### src/rtl/nand_gate_exerciser.sv
// rtl/nand_gate_exerciser.sv - exhaustive pattern driver and response checker for multi-block NAND parts
module nand_gate_exerciser #(
  parameter int BLOCKS   = 2,
  parameter int WIDTH_IN = 4,
  parameter int SETTLE   = 8
) (
  input  logic                         Clk,
  input  logic                         Clear,
  input  logic                         Start,
  output logic [BLOCKS*WIDTH_IN-1:0]   A_2D,
  input  logic [BLOCKS-1:0]            Y,
  output logic                         Busy,
  output logic                         Done,
  output logic                         Pass,
  output logic [BLOCKS-1:0]            Fail_Block,
  output logic [WIDTH_IN-1:0]          Fail_Pattern
);

  // Settle counter only has to hold SETTLE-1, but never shrinks below one bit.
  localparam int CW = (SETTLE <= 2) ? 1 : $clog2(SETTLE);

  typedef enum logic [2:0] {
    S_IDLE,
    S_APPLY,
    S_WAIT,
    S_CHECK,
    S_DONE
  } state_t;

  state_t                      state_q, state_d;
  logic [WIDTH_IN-1:0]         pattern_q, pattern_d;
  logic [CW-1:0]               count_q, count_d;
  logic                        first_fail_q, first_fail_d;
  logic [BLOCKS*WIDTH_IN-1:0]  a_2d_q, a_2d_d;
  logic                        busy_q, busy_d;
  logic                        done_q, done_d;
  logic                        pass_q, pass_d;
  logic [BLOCKS-1:0]           fail_block_q, fail_block_d;
  logic [WIDTH_IN-1:0]         fail_pattern_q, fail_pattern_d;
  logic [BLOCKS-1:0]           mism;

  // Next-state and next-output logic; outputs are derived from the next state so they leave the flops aligned with it.
  always_comb begin
    state_d        = state_q;
    pattern_d      = pattern_q;
    count_d        = count_q;
    first_fail_d   = first_fail_q;
    fail_block_d   = fail_block_q;
    fail_pattern_d = fail_pattern_q;
    // Every block sees the same pattern, so one expected NAND value serves all of them.
    mism           = Y ^ {BLOCKS{~&pattern_q}};

    case (state_q)
      S_IDLE, S_DONE: begin
        if (Start) begin
          state_d        = S_APPLY;
          pattern_d      = '0;
          fail_block_d   = '0;
          fail_pattern_d = '0;
          first_fail_d   = 1'b0;
        end
      end
      S_APPLY: begin
        count_d = CW'(SETTLE - 1);
        state_d = S_WAIT;
      end
      S_WAIT: begin
        if (count_q == '0) begin
          state_d = S_CHECK;
        end else begin
          count_d = count_q - CW'(1);
        end
      end
      S_CHECK: begin
        fail_block_d = fail_block_q | mism;
        if (|mism && !first_fail_q) begin
          fail_pattern_d = pattern_q;
          first_fail_d   = 1'b1;
        end
        if (&pattern_q) begin
          state_d = S_DONE;
        end else begin
          pattern_d = pattern_q + WIDTH_IN'(1);
          state_d   = S_APPLY;
        end
      end
      default: state_d = S_IDLE;
    endcase

    busy_d = (state_d == S_APPLY) || (state_d == S_WAIT) || (state_d == S_CHECK);
    done_d = (state_d == S_DONE);
    pass_d = done_d && (fail_block_d == '0);
    a_2d_d = busy_d ? {BLOCKS{pattern_d}} : '0;
  end

  // State and registered outputs; Clear overrides everything, including a sweep in progress.
  always_ff @(posedge Clk) begin
    if (Clear) begin
      state_q        <= S_IDLE;
      pattern_q      <= '0;
      count_q        <= '0;
      first_fail_q   <= 1'b0;
      a_2d_q         <= '0;
      busy_q         <= 1'b0;
      done_q         <= 1'b0;
      pass_q         <= 1'b0;
      fail_block_q   <= '0;
      fail_pattern_q <= '0;
    end else begin
      state_q        <= state_d;
      pattern_q      <= pattern_d;
      count_q        <= count_d;
      first_fail_q   <= first_fail_d;
      a_2d_q         <= a_2d_d;
      busy_q         <= busy_d;
      done_q         <= done_d;
      pass_q         <= pass_d;
      fail_block_q   <= fail_block_d;
      fail_pattern_q <= fail_pattern_d;
    end
  end

  assign A_2D         = a_2d_q;
  assign Busy         = busy_q;
  assign Done         = done_q;
  assign Pass         = pass_q;
  assign Fail_Block   = fail_block_q;
  assign Fail_Pattern = fail_pattern_q;

endmodule
### config.mk
export PLATFORM = sky130hd
export DESIGN_NAME = nand_gate_exerciser
export DESIGN_NICKNAME = d
export VERILOG_FILES = /design/src/rtl/nand_gate_exerciser.sv
export SDC_FILE = /design/constraint.sdc
export NUM_CORES = 1
export LEC_CHECK = 0
export CAP_MARGIN = 20
export CORE_ASPECT_RATIO = 0.6
export CORE_UTILIZATION = 45
export CTS_CLUSTER_SIZE = 30
export DETAILED_ROUTE_END_ITERATION = 6
export PLACE_DENSITY = 0.68
export SYNTH_ARGS = -nofsm -noshare
export SYNTH_HDL_FRONTEND = slang
export SYNTH_SLANG_ARGS = --single-unit
### constraint.sdc
create_clock -name Clk -period 1.8 [get_ports Clk]
set_input_delay 0.45 -clock Clk [delete_from_list [all_inputs] [get_ports Clk]]
set_output_delay 0.45 -clock Clk [all_outputs]
set_load 0.05 [all_outputs]
# == Word-level counts from Yosys, hierarchy flattened ==
# Cells that the tools add are included.
# totals
in_bits,5
word_cells,60
register_bits,28
out_inout_bits,17
# classes
n_reduce_logical,17
addsub,2
eq_ne,11
bitwise,3
mux,17
# op_table
op,n
$mux 4,4
$pmux 4 s2,2
$eq 3x2->1 const B,4
$mux 3,4
$pmux 3 s4,1
$eq 3x1->1 const B,2
$eq 3x3->1 const B,2
$logic_not 3->1,2
$ne 2x2->1 const B,3
$pmux 3 s2,1
$reduce_or 2->1,3
$add 4x1->4 const B,1
$pmux 2 s2,1
$reduce_and 4->1,1
$reduce_bool 2->1,2
$reduce_and 3->1,1
$sub 3x1->3 const B,1
$logic_and 1x1->1,2
$logic_not 1->1,2
$logic_not 2->1,1
$logic_or 1x1->1,2
$mux 1,2
$mux 2,1
$or 2x2->2,1
4 further kinds,4

# == Depth between registers and ports, before layout ==
# Gate-level depths: netlist of run 1.
# depth
depth_word,8
ltp_mapped,6

# == Worst setup path after synthesis of run 1 ==
# OpenSTA, ideal clock, no wires.
# synth_timing
path_type,register to register
startpoint,reg pattern_q[0]
endpoint,reg fail_pattern_q[0] (netlist: Fail_Pattern[0])
slack_ps,397
arrival_ps,1334
synth_period_minus_slack_ps,1403
stages_incl_launch_ff,6
setup_ps,69
path_buffers,0
path_cell_list,dfxtp_1 -> ha_1 -> and3_2 -> o221ai_4 -> or2_1 -> a21oi_2
# synth_between
elab_chain_len,7
elab_cells_between_ends,9
classes_between,1 x eq/ne; 2 x mux; 1 x bitwise; 5 x reduce/logical
# synth_lines
element,line_no,rtl
"start, declared",31,"logic [WIDTH_IN-1:0] pattern_q, pattern_d;"
"start signal, assigned",111,pattern_q <= pattern_d;
$reduce_and 4->1,51,mism = Y ^ {BLOCKS{~&pattern_q}};
$logic_not 1->1,51,
$xor 2x2->2,51,
$reduce_or 2->1,76,if (|mism && !first_fail_q) begin
$logic_and 1x1->1,76,
$ne 2x2->1 (no line),--,
$reduce_and 3->1 (no line),--,
"end signal, assigned",119,fail_pattern_q <= fail_pattern_d;
"end, declared",39,"logic [WIDTH_IN-1:0] fail_pattern_q, fail_pattern_d;"
# Several ways; a longest one is shown, not always the timed one. The select of a mux whose other input is x is not followed.
# A chain may end at the register's enable or synchronous reset.

# == Final worst setup path of run 1 ==
# layout_timing
startpoint,in Start
endpoint,reg a_2d_q[5] (netlist: A_2D[5])
# layout_between
elab_chain_len,7
elab_cells_between_ends,11
classes_between,3 x eq/ne; 4 x mux; 1 x bitwise; 3 x reduce/logical
# layout_lines
element,line_no,rtl
"start, declared",9,"input logic Start,"
$mux 3,55,if (Start) begin
$pmux 3 s4,53,case (state_q)
$eq 3x1->1 / $eq 3x2->1 (equally long branches),90,busy_d = (state_d == S_APPLY) || (state_d == S_WAIT) || (state_d == S_CHECK);
$logic_or 1x1->1 (2 in series),90,
$not 1->1 (no line),--,
$reduce_or 2->1 (no line),--,
"end signal, assigned",103,a_2d_q <= '0;
"end signal, assigned",114,a_2d_q <= a_2d_d;
"end, declared",34,"logic [BLOCKS*WIDTH_IN-1:0] a_2d_q, a_2d_d;"
# Several ways; a longest one is shown, not always the timed one.

==> metrics.md, run 1 <==
| Metric | Value |
|---|---|
| Status | `finished, final reports clean` |
| Hold_buf cts | `0` |
| Worst Path Class, Setup | `in -> reg` |
| Via count | `956` |
| Cell area after synthesis | `1190 µm²` |
| Clk sinks | `24` |
| Unique masters post-synth | `44` |
| Placer Congestion | `0.789` |
| Initial Util | `0.477` |
| Final nets | `159` |
| Layout cells sized above 1 | `0.293` |
| Crit end category | `flip-flop` |
| Fin. max-slew vios | `0` |
| Initial antenna violation count | `0` |
| Drt first pass iters | `4` |
| Clock root buffer | `clkbuf_8` |
| Area contributors post-synth | `dfxtp_1 (40%), nor2_1 (4.7%), buf_4 (3.8%)` |
| Core Area | `2500 µm²` |
| DR DRC count | `0` |
| Die height | `41.9 µm` |
| First-pass GRT wire length | `4040 µm` |
| Post-Synthesis Cells | `128` |
| Post-synthesis sequential area ratio | `0.403` |
| Die X | `68.5 µm` |
| Power Density | `916 nW/µm²` |
| Setup repair bufs after CTS | `0` |
| Post-synth EDFFs | `0` |
| Critical path launch point type | `input pin` |
| Endpoints failing setup | `0` |
| Row cnt | `14` |
| Most frequent cells in the layout | `buf_4 (25), dfxtp_1 (24), nor2_1 (15)` |
| Pin count of the biggest net entering global routing | `15` |
| Placed Cells | `178` |
| Full die area | `2870 µm²` |
| Post-route minimum period | `1.66 ns` |
| Worst path arrival time | `1.87 ns` |
| Final Hold Fails | `0` |
| Fmax | `603 MHz` |
| Total length of routed wires | `2350 µm` |
| Net count after synthesis | `136` |
| Final setup TNS | `0 ns` |
| Mapped Avg Cell Area | `9.33 µm²` |
| Vias per inst | `5.25` |
| Vias in the first global route | `885` |
| Peak supply drop | `0.435 mV` |
| Synth top area share | `0.403` |
| Worst-margin pin slew | `0.369 ns` |
| Starting DRT DRC Count | `37` |
| Yosys warnings | `0` |
| Fraction of registers with async set/reset | `0` |
| Layout Cells excl Fill | `182` |
| Required time of the critical path | `2.01 ns` |
| Number of buffers created by CTS | `3` |
| CTS resizes | `0` |
| N_diodes | `0` |
| Most common cell after layout, fill and taps aside | `buf_4` |
| Worst-Skew Late Latency | `0.27 ns` |
| Hpwl dp | `1680 µm` |
| Top_reg_cell synth | `dfxtp_1` |
| Seq cells post-synth | `24` |
| Clock Tree Buf Depth | `2` |
| Mean routed wirelength per cell | `12.9 µm` |
| Final antenna-violating net count | `0` |
| Clock skew | `0.00566 ns` |
| Worst-path clk slew | `0.09 ns` |
| Most area-hungry cell type in the Yosys netlist | `dfxtp_1` |
| H-tree Lvls | `1` |
| Max_slew headroom | `0.753` |
| Crit path max fanout | `5` |
| Total track usage | `0.197` |
| I/O pin total | `22` |
| Hold WC Path Type | `reg -> reg` |
| Tcrit/Tclk final | `0.922` |
| RSZ-0062 raised after global routing | `false` |
| Grt ovf | `0` |
| LEAKAGE | `0.000616 µW` |
| Port-buffer cells | `21` |
| Max cap viols | `0` |
| Synth-to-layout area growth | `21.6%` |
| CTS tree | `done` |
-- flip-flops by register name, summed over array words and instances (netlist names) --
register,count
Pass,1
Fail_Block,2
first_fail_q,1
Busy,1
pattern_q,4
Fail_Pattern,4
A_2D,4
state_q,3
Done,1
count_q,3
-- cell type report --
type	instances	area, µm²
fillers	233	1050
multi-input cells	84	598
flip-flops and latches	24	480
repair buffers	29	228
clock buffers	3	41.3
well taps	32	40.0
inverters	9	33.8
clock inverters	1	30.0
-- report_power, final --
part / switching (µW) / internal (µW)
Clock: 177 / 298
Combinational: 145 / 116
Sequential: 33.9 / 561
-- cells by family (layout without fill, tap and decap cells) --
kind of cell | count (synthesis) | in the layout | share of synthesized area
AND/OR/NAND/NOR | 51 | 51 | 0.247
adder cells (fa/ha/maj) | 3 | 3 | 0.0314
flip-flops | 24 | 24 | 0.403
XOR/XNOR | 1 | 1 | 0.00734
AO/OA/AOI/OAI | 29 | 29 | 0.215
buffers and inverters | 20 | 42 | 0.0964
-- critical path, stage by stage --
cell and delay [ns]:
clkdlybuf4s50_1 0.48, or3b_4 0.40, a21boi_4 0.16, o211a_4 0.26, nor2_1 0.12
-- stage by stage --
stage / utilization / total power, µW / area [µm²] / setup slack (ns) / hold WS [ns]
2_1_floorplan: - / 804 / 1190 / 0.397 / 0.432
3_3_place_gp: 0.551 / 857 / 1380 / -0.0926 / 0.445
3_5_place_dp: 0.551 / 865 / 1380 / -0.130 / 0.448
4_1_cts: 0.579 / 1340 / 1450 / 0.156 / 0.461
5_1_grt: 0.579 / 1400 / 1450 / 0.0500 / 0.507
6_report: 0.579 / 1330 / 1450 / 0.141 / 0.465
-- per-layer routing --
layer  vias up  routed length, µm  global-route usage
met4         0                 51               0.100
li1        484                  -                   -
met5         -                  0                   0
met3         4                101              0.0577
met1       449               1270               0.282
met2        19                927               0.265
-- synth_stat cells (2+ instances only) --
master and count:
a21o_1 2, a21oi_1 4, a21oi_2 5, a32oi_1 2
and3_1 2, buf_2 2, buf_4 6, buf_6 2
dfxtp_1 24, ha_1 3, inv_1 9, nand2_1 4
nand2b_1 3, nand3_1 8, nand4_1 3, nor2_1 15
nor2b_1 2, o21ai_0 3, or2_1 4
-- final timing paths --
| check | from | end | slack [ns] | cells after the start |
|---|---|---|---|---|
| setup / recovery | Start | A_2D[5] | 0.14 | 5 |
| hold / removal | first_fail_q | first_fail_q | 0.46 | 2 |
| setup reg to reg | pattern_q[0] | A_2D[5] | 0.16 | 5 |
| hold reg to reg | first_fail_q | first_fail_q | 0.46 | 2 |
(Power assumes the default switching activity.)
==> inputs of run 2 (changes only) <==
--- a/config.mk
+++ b/config.mk
@@ -8,6 +8,7 @@
 export CAP_MARGIN = 20
 export CORE_ASPECT_RATIO = 0.6
 export CORE_UTILIZATION = 45
+export CTS_CLUSTER_DIAMETER = 100
 export CTS_CLUSTER_SIZE = 30
 export DETAILED_ROUTE_END_ITERATION = 6
 export PLACE_DENSITY = 0.68
==> results of run 2 <==
Same layout as run 1: the final DEF is identical, and so are final timing and power.
